### src/rtl/bcd_pkg.sv
// Shared types and constants for the BCD adder family.
// Both the digit-serial and the wide combinational adder import this package.
package bcd_pkg;

  typedef enum logic [1:0] {
    IDLE = 2'd0,
    RUN  = 2'd1,
    DONE = 2'd2
  } state_t;

  localparam int         DIGIT_W   = 4;
  localparam logic [3:0] BCD_MAX   = 4'd9;
  localparam logic [4:0] BCD_RADIX = 5'd10;

  function automatic logic digit_bad(input logic [DIGIT_W-1:0] d);
    return d > BCD_MAX;
  endfunction

endpackage

### src/rtl/bcd_digit_add.sv
// Combinational single-digit BCD add-and-correct step.
// Invalid input digits still go through the same correction so the result is deterministic.
module bcd_digit_add
  import bcd_pkg::*;
(
  input  logic [DIGIT_W-1:0] a_d,
  input  logic [DIGIT_W-1:0] b_d,
  input  logic               ci,
  output logic [DIGIT_W-1:0] d,
  output logic               co,
  output logic               bad
);

  logic [DIGIT_W:0] s;

  always_comb begin
    s   = {1'b0, a_d} + {1'b0, b_d} + {{DIGIT_W{1'b0}}, ci};
    co  = s > {1'b0, BCD_MAX};
    // (s - 10) truncated to a nibble equals the low nibble minus 10, modulo 16
    d   = co ? (s[DIGIT_W-1:0] - BCD_RADIX[DIGIT_W-1:0]) : s[DIGIT_W-1:0];
    bad = digit_bad(a_d) || digit_bad(b_d);
  end

endmodule

### src/rtl/bcd_serial_adder.sv
// Digit-serial BCD adder: one digit per clock from LSD to MSD, valid/ready on both sides.
// Low-area alternative to the wide combinational adder when DIGITS-cycle latency is acceptable.
module bcd_serial_adder
  import bcd_pkg::*;
#(
  parameter int DIGITS = 4
) (
  input  logic                      clk,
  input  logic                      rst_n,
  input  logic                      in_valid,
  output logic                      in_ready,
  input  logic [DIGITS*DIGIT_W-1:0] a,
  input  logic [DIGITS*DIGIT_W-1:0] b,
  input  logic                      cin,
  output logic                      out_valid,
  input  logic                      out_ready,
  output logic [DIGITS*DIGIT_W-1:0] sum,
  output logic                      cout,
  output logic                      err
);

  localparam int W     = DIGITS * DIGIT_W;
  localparam int IDX_W = (DIGITS > 1) ? $clog2(DIGITS) : 1;
  localparam logic [IDX_W-1:0] IDX_LAST = IDX_W'(DIGITS - 1);

  state_t           state_q, state_d;
  logic [IDX_W-1:0] idx_q, idx_d;
  logic [W-1:0]     opa_q, opa_d;
  logic [W-1:0]     opb_q, opb_d;
  logic [W-1:0]     sum_q, sum_d;
  logic             carry_q, carry_d;
  logic             err_q, err_d;
  logic             in_ready_q, in_ready_d;
  logic             out_valid_q, out_valid_d;

  logic [DIGIT_W-1:0] dig;
  logic               dig_co;
  logic               dig_bad;

  bcd_digit_add u_digit_add (
    .a_d (opa_q[DIGIT_W-1:0]),
    .b_d (opb_q[DIGIT_W-1:0]),
    .ci  (carry_q),
    .d   (dig),
    .co  (dig_co),
    .bad (dig_bad)
  );

  always_comb begin
    state_d     = state_q;
    idx_d       = idx_q;
    opa_d       = opa_q;
    opb_d       = opb_q;
    sum_d       = sum_q;
    carry_d     = carry_q;
    err_d       = err_q;
    in_ready_d  = in_ready_q;
    out_valid_d = out_valid_q;

    unique case (state_q)
      IDLE: begin
        if (in_valid && in_ready_q) begin
          opa_d      = a;
          opb_d      = b;
          carry_d    = cin;
          idx_d      = '0;
          err_d      = 1'b0;
          state_d    = RUN;
          in_ready_d = 1'b0;
        end
      end
      RUN: begin
        opa_d   = opa_q >> DIGIT_W;
        opb_d   = opb_q >> DIGIT_W;
        // New digit enters at the MSD end; after DIGITS steps the LSD sits at [3:0]
        sum_d   = W'({dig, sum_q} >> DIGIT_W);
        carry_d = dig_co;
        err_d   = err_q | dig_bad;
        if (idx_q == IDX_LAST) begin
          state_d     = DONE;
          out_valid_d = 1'b1;
        end else begin
          idx_d = idx_q + IDX_W'(1);
        end
      end
      DONE: begin
        if (out_ready) begin
          state_d     = IDLE;
          out_valid_d = 1'b0;
          in_ready_d  = 1'b1;
        end
      end
      default: begin
        state_d     = IDLE;
        in_ready_d  = 1'b1;
        out_valid_d = 1'b0;
      end
    endcase
  end

  always_ff @(posedge clk or negedge rst_n) begin
    if (!rst_n) begin
      state_q     <= IDLE;
      idx_q       <= '0;
      opa_q       <= '0;
      opb_q       <= '0;
      sum_q       <= '0;
      carry_q     <= 1'b0;
      err_q       <= 1'b0;
      in_ready_q  <= 1'b1;
      out_valid_q <= 1'b0;
    end else begin
      state_q     <= state_d;
      idx_q       <= idx_d;
      opa_q       <= opa_d;
      opb_q       <= opb_d;
      sum_q       <= sum_d;
      carry_q     <= carry_d;
      err_q       <= err_d;
      in_ready_q  <= in_ready_d;
      out_valid_q <= out_valid_d;
    end
  end

  assign in_ready  = in_ready_q;
  assign out_valid = out_valid_q;
  assign sum       = sum_q;
  assign cout      = carry_q;
  assign err       = err_q;

endmodule
### config.mk
export PLATFORM = sky130hd
export DESIGN_NAME = bcd_serial_adder
export DESIGN_NICKNAME = d
export VERILOG_FILES = /design/src/rtl/bcd_pkg.sv /design/src/rtl/bcd_digit_add.sv /design/src/rtl/bcd_serial_adder.sv
export SDC_FILE = /design/constraint.sdc
export NUM_CORES = 1
export LEC_CHECK = 0
export BUFFER_PORTS_ARGS = -buffer_cell sky130_fd_sc_hd__buf_2
export CAP_MARGIN = 20
export CORE_MARGIN = 2
export CORE_UTILIZATION = 48
export DETAILED_ROUTE_END_ITERATION = 8
export PLACE_DENSITY_LB_ADDON = 0.08
export SLEW_MARGIN = 20
export SYNTH_ARGS = -nofsm -noshare
export SYNTH_HDL_FRONTEND = slang
export SYNTH_SLANG_ARGS = --single-unit
export TNS_END_PERCENT = 50
### constraint.sdc
create_clock -name clk -period 2.7 [get_ports clk]
set_clock_uncertainty 0.2 [all_clocks]
set_input_delay 0.135 -clock clk [delete_from_list [all_inputs] [get_ports clk]]
set_output_delay 0.135 -clock clk [all_outputs]
set_load 0.05 [all_outputs]
==> key figures <==
Status
  – Status: complete, but fails checks
  – Failing checks: negative setup slack

STA
  – Slew @ Worst Pin: 0.6895 ns
  – Slew Limit Fails: 0
  – RSZ-0062 raised after global routing: true
  – Worst setup margin: -0.02292 ns
  – Endpoints failing setup: 1
  – Fin crit share: 100.8%
  – Fin crit period: 2.723 ns
  – Hold Fails Final Rpt: 0
  – Highest clock rate: 0.3673 GHz
  – Setup TNS: -0.02292 ns
  – Slew HR: ~54%

Yosys
  – Post-synthesis mux area share: 9.772%
  – Synth Area in Adders: approximately 4.0%
  – Number of synthesized flops with an enable pin: 0
  – Compound-Gate Fraction of Synth Area: 14.20%
  – Largest family of logic cells by synthesized area: compound AO/OA/AOI/OAI gates
  – Yosys warns: 0
  – Synth Area in XOR/XNOR: 0.6806%
  – Post-synth top flop: dfrtp_1
  – Asr flop ratio synth: 100.0%
  – Net count after synthesis: between 200 and 300
  – Simple-gate area share of the yosys netlist: 13.37%
  – Synth Cell Area: 0.002574 mm²
  – Sequential element share of the synthesized area: 54.50%
  – Syn Area/Cell: 10.21 µm²
  – Netlist cell types: 35
  – Flip-flop and latch count after synthesis: 56
  – Synth Instances: 252

Global route
  – Largest net degree at the start of global routing: 58
  – First-pass GRT wire length: 9.128 mm
  – Total track usage: 19.27%
  – Initial antenna violation count: 0
  – GRT overflow: 0
  – Vias in the first global route: ~2.0k

Clock tree
  – CTS tree: yes
  – Clock Tree Buf Depth: 2
  – CTS clk-pin slew, worst paths: 0.09 ns
  – Clock buffer count from CTS: 5
  – Clk root buf: clkbuf_8
  – Worst-skew pair later-pin latency: 0.31 ns
  – H-tree Lvls: 2
  – Clk sinks: 56

Critical path
  – Reg-to-Reg End: sum[13]
  – R2R Setup Slk: -0.02 ns
  – Cells on worst reg2reg path: 8
  – Worst stage delay on the critical path: 0.55 ns
  – Crit path buf inv count: 1
  – Crit-path most repeated cell: fa_2
  – Cell family with most CP delay: adder cells
  – Capturing element type of the critical path: flop
  – Worst endpoint data arrival time: 2.77 ns
  – Highest-delay cell along the critical path: fa_2
  – Startpoint Class: flop
  – Critical R2R Launch: opb_q[0]
  – CP required: 2.75 ns
  – Critical Path, Cell by Cell: fa_2 -> fa_2 -> inv_2 -> ha_4 -> and2b_1 -> a31o_4 -> or4_1 -> nand3_1
  – Kind of critical path: reg2reg
  – Worst-path fanout max: 5

Place
  – Dpl cell area: 0.002953 mm²
  – Port buffer count: 56
  – Place WS: -0.002766 ns
  – HPWL Detailed: around 3.5 mm
  – Placer Congestion: 0.7389
  – Inst Count DP: 373

Power
  – Register share of total power: 35.4%
  – Clk pwr share: 11.9%
  – Peak VDD IR: 559.5 µV
  – Combinational share of power: 52.6%
  – Sw frac: between 40% and 50%
  – PD cells: 1172 mW/mm²
  – Sw Pwr: approximately 1.8 mW
  – Static leakage power: around 1.7 nW
  – Int Pwr: approximately 2.3 mW

Routing
  – Post-route ant nets: 0
  – Final WL: 5.162 mm
  – Via Count: 2033
  – DRC Markers: 0
  – Pre-antenna DRT Iters: 4
  – Wire per inst: 12.38 µm
  – Iter 0 DRT Violations: between 80 and 90
  – Drt via density: 4.875

Finish
  – Most common cell after layout, fill and taps aside: nand2_1
  – Area Growth Syn to Fin: 33.88%
  – Fraction of layout instances using a drive strength above 1: 25.07%
  – Final core utilization: roughly two thirds
  – Final Non-Filler Cells: 417
  – Commonest non-fill, non-tap cells in the layout: nand2_1 (72), buf_2 (56), dfrtp_1 (54), dlygate4sd3_1 (35), o21ai_0 (30)
  – # diodes: 0
  – Final #Nets: 390
  – Final instance area: approximately 0.0034 mm²

Hold path
  – HP Start: cin
  – Class of the worst hold path: in2reg
  – Hold Crit Depth: 4
  – Hold Crit Endpoint: cout

Floorplan
  – Die ar.: 0.005964 mm²
  – Initial Utilization: 50.07%
  – Die height: 77.23 µm
  – IO Pins: 57
  – Rows: 26
  – Die W: 77.23 µm
  – Placeable Area: 0.005140 mm²

Flow run
  – Max-cap violations: 0
-- registers in the layout, indices dropped and copies added, names as in the netlist --
signal	flops
idx_q	2
opa_q	16
in_ready	1
sum	16
opb_q	16
err	1
out_valid	1
state_q	2
cout	1
-- power by group through the flow --
stage               Combinational [mW]  Sequential [mW]  Clock (mW)
global placement                  1.86             1.44           0
finish                            2.13             1.43       0.482
detailed placement                1.90             1.45           0
CTS                               2.03             1.43       0.503
floorplan                         1.11             1.79           0
global route                      2.37             1.49       0.531
-- per-stage QoR --
step	power, mW	hold slack, ns
finish	4.038	0.03391
global placement	3.303	0.02435
detailed placement	3.355	0.01252
floorplan	2.897	-0.3606
CTS	3.969	0.02906
global route	4.389	0.05864
-- logic make-up (layout without fill, tap and decap cells) --
group | count (synthesis) | in the layout
AO/OA/AOI/OAI | 58 | 58
XOR/XNOR | 2 | 2
adder cells (fa/ha/maj) | 7 | 7
buffers and inverters | 17 | 112
flip-flops | 56 | 56
multiplexers | 25 | 25
AND/OR/NAND/NOR | 87 | 87
-- Yosys cell counts (2+ instances only) --
cell,n,area share (%)
nand2_1,72,11
dfrtp_1,55,53
o21ai_0,30,5.8
mux2i_1,24,9.3
a22o_1,8,2.7
nor2_1,8,1.2
buf_2,6,1.2
a21oi_1,5,0.97
ha_1,5,2.4
clkbuf_1,4,0.58
buf_4,3,0.87
inv_1,3,0.44
a21o_1,2,0.58
and2b_1,2,0.58
fa_1,2,1.6
nor3_1,2,0.39
o21a_1,2,0.58
o31ai_1,2,0.58
-- metal layers --
layer	global-route usage, %	part of all wire (%)
met1	24.05	45
met5	0	0
met3	4.706	4.4
met4	5.357	0.76
met2	33.30	50
-- layout make-up --
class,count,area (µm²)
Clock inverter,2,15.01
Fill cell,431,1694
Tap cell,70,87.58
Multi-Input combinational cell,179,1127
Inverter,3,11.26
Clock buffer,6,82.58
Sequential cell,56,1404
Timing Repair Buffer,101,718.2
-- tightest hold or removal path, delay by kind of cell --
| kind | cells | cell delay [ns] |
|---|---|---|
| buffers and inverters | 1 | 0.09 |
| AO/OA/AOI/OAI | 3 | 0.27 |
-- worst max-delay path by stage --
stage               startpoint  cells after the start  endpoint
global placement      opb_q[0]                      8   sum[13]
floorplan                 cout                      8   sum[13]
CTS                   opb_q[0]                      8   sum[13]
detailed placement    opb_q[0]                      8   sum[13]
finish                opb_q[0]                      8   sum[13]
global route          opb_q[0]                      8   sum[13]
-- timing repair --
action,in CTS,in global routing
endpoints found under the setup margin,1,4
gates resized for setup,3,4
hold buffers,35,0
hold endpoints to repair,64,0
gates cloned,0,0
setup buffers,1,0
No activity file was read; power rests on OpenSTA's default activity.
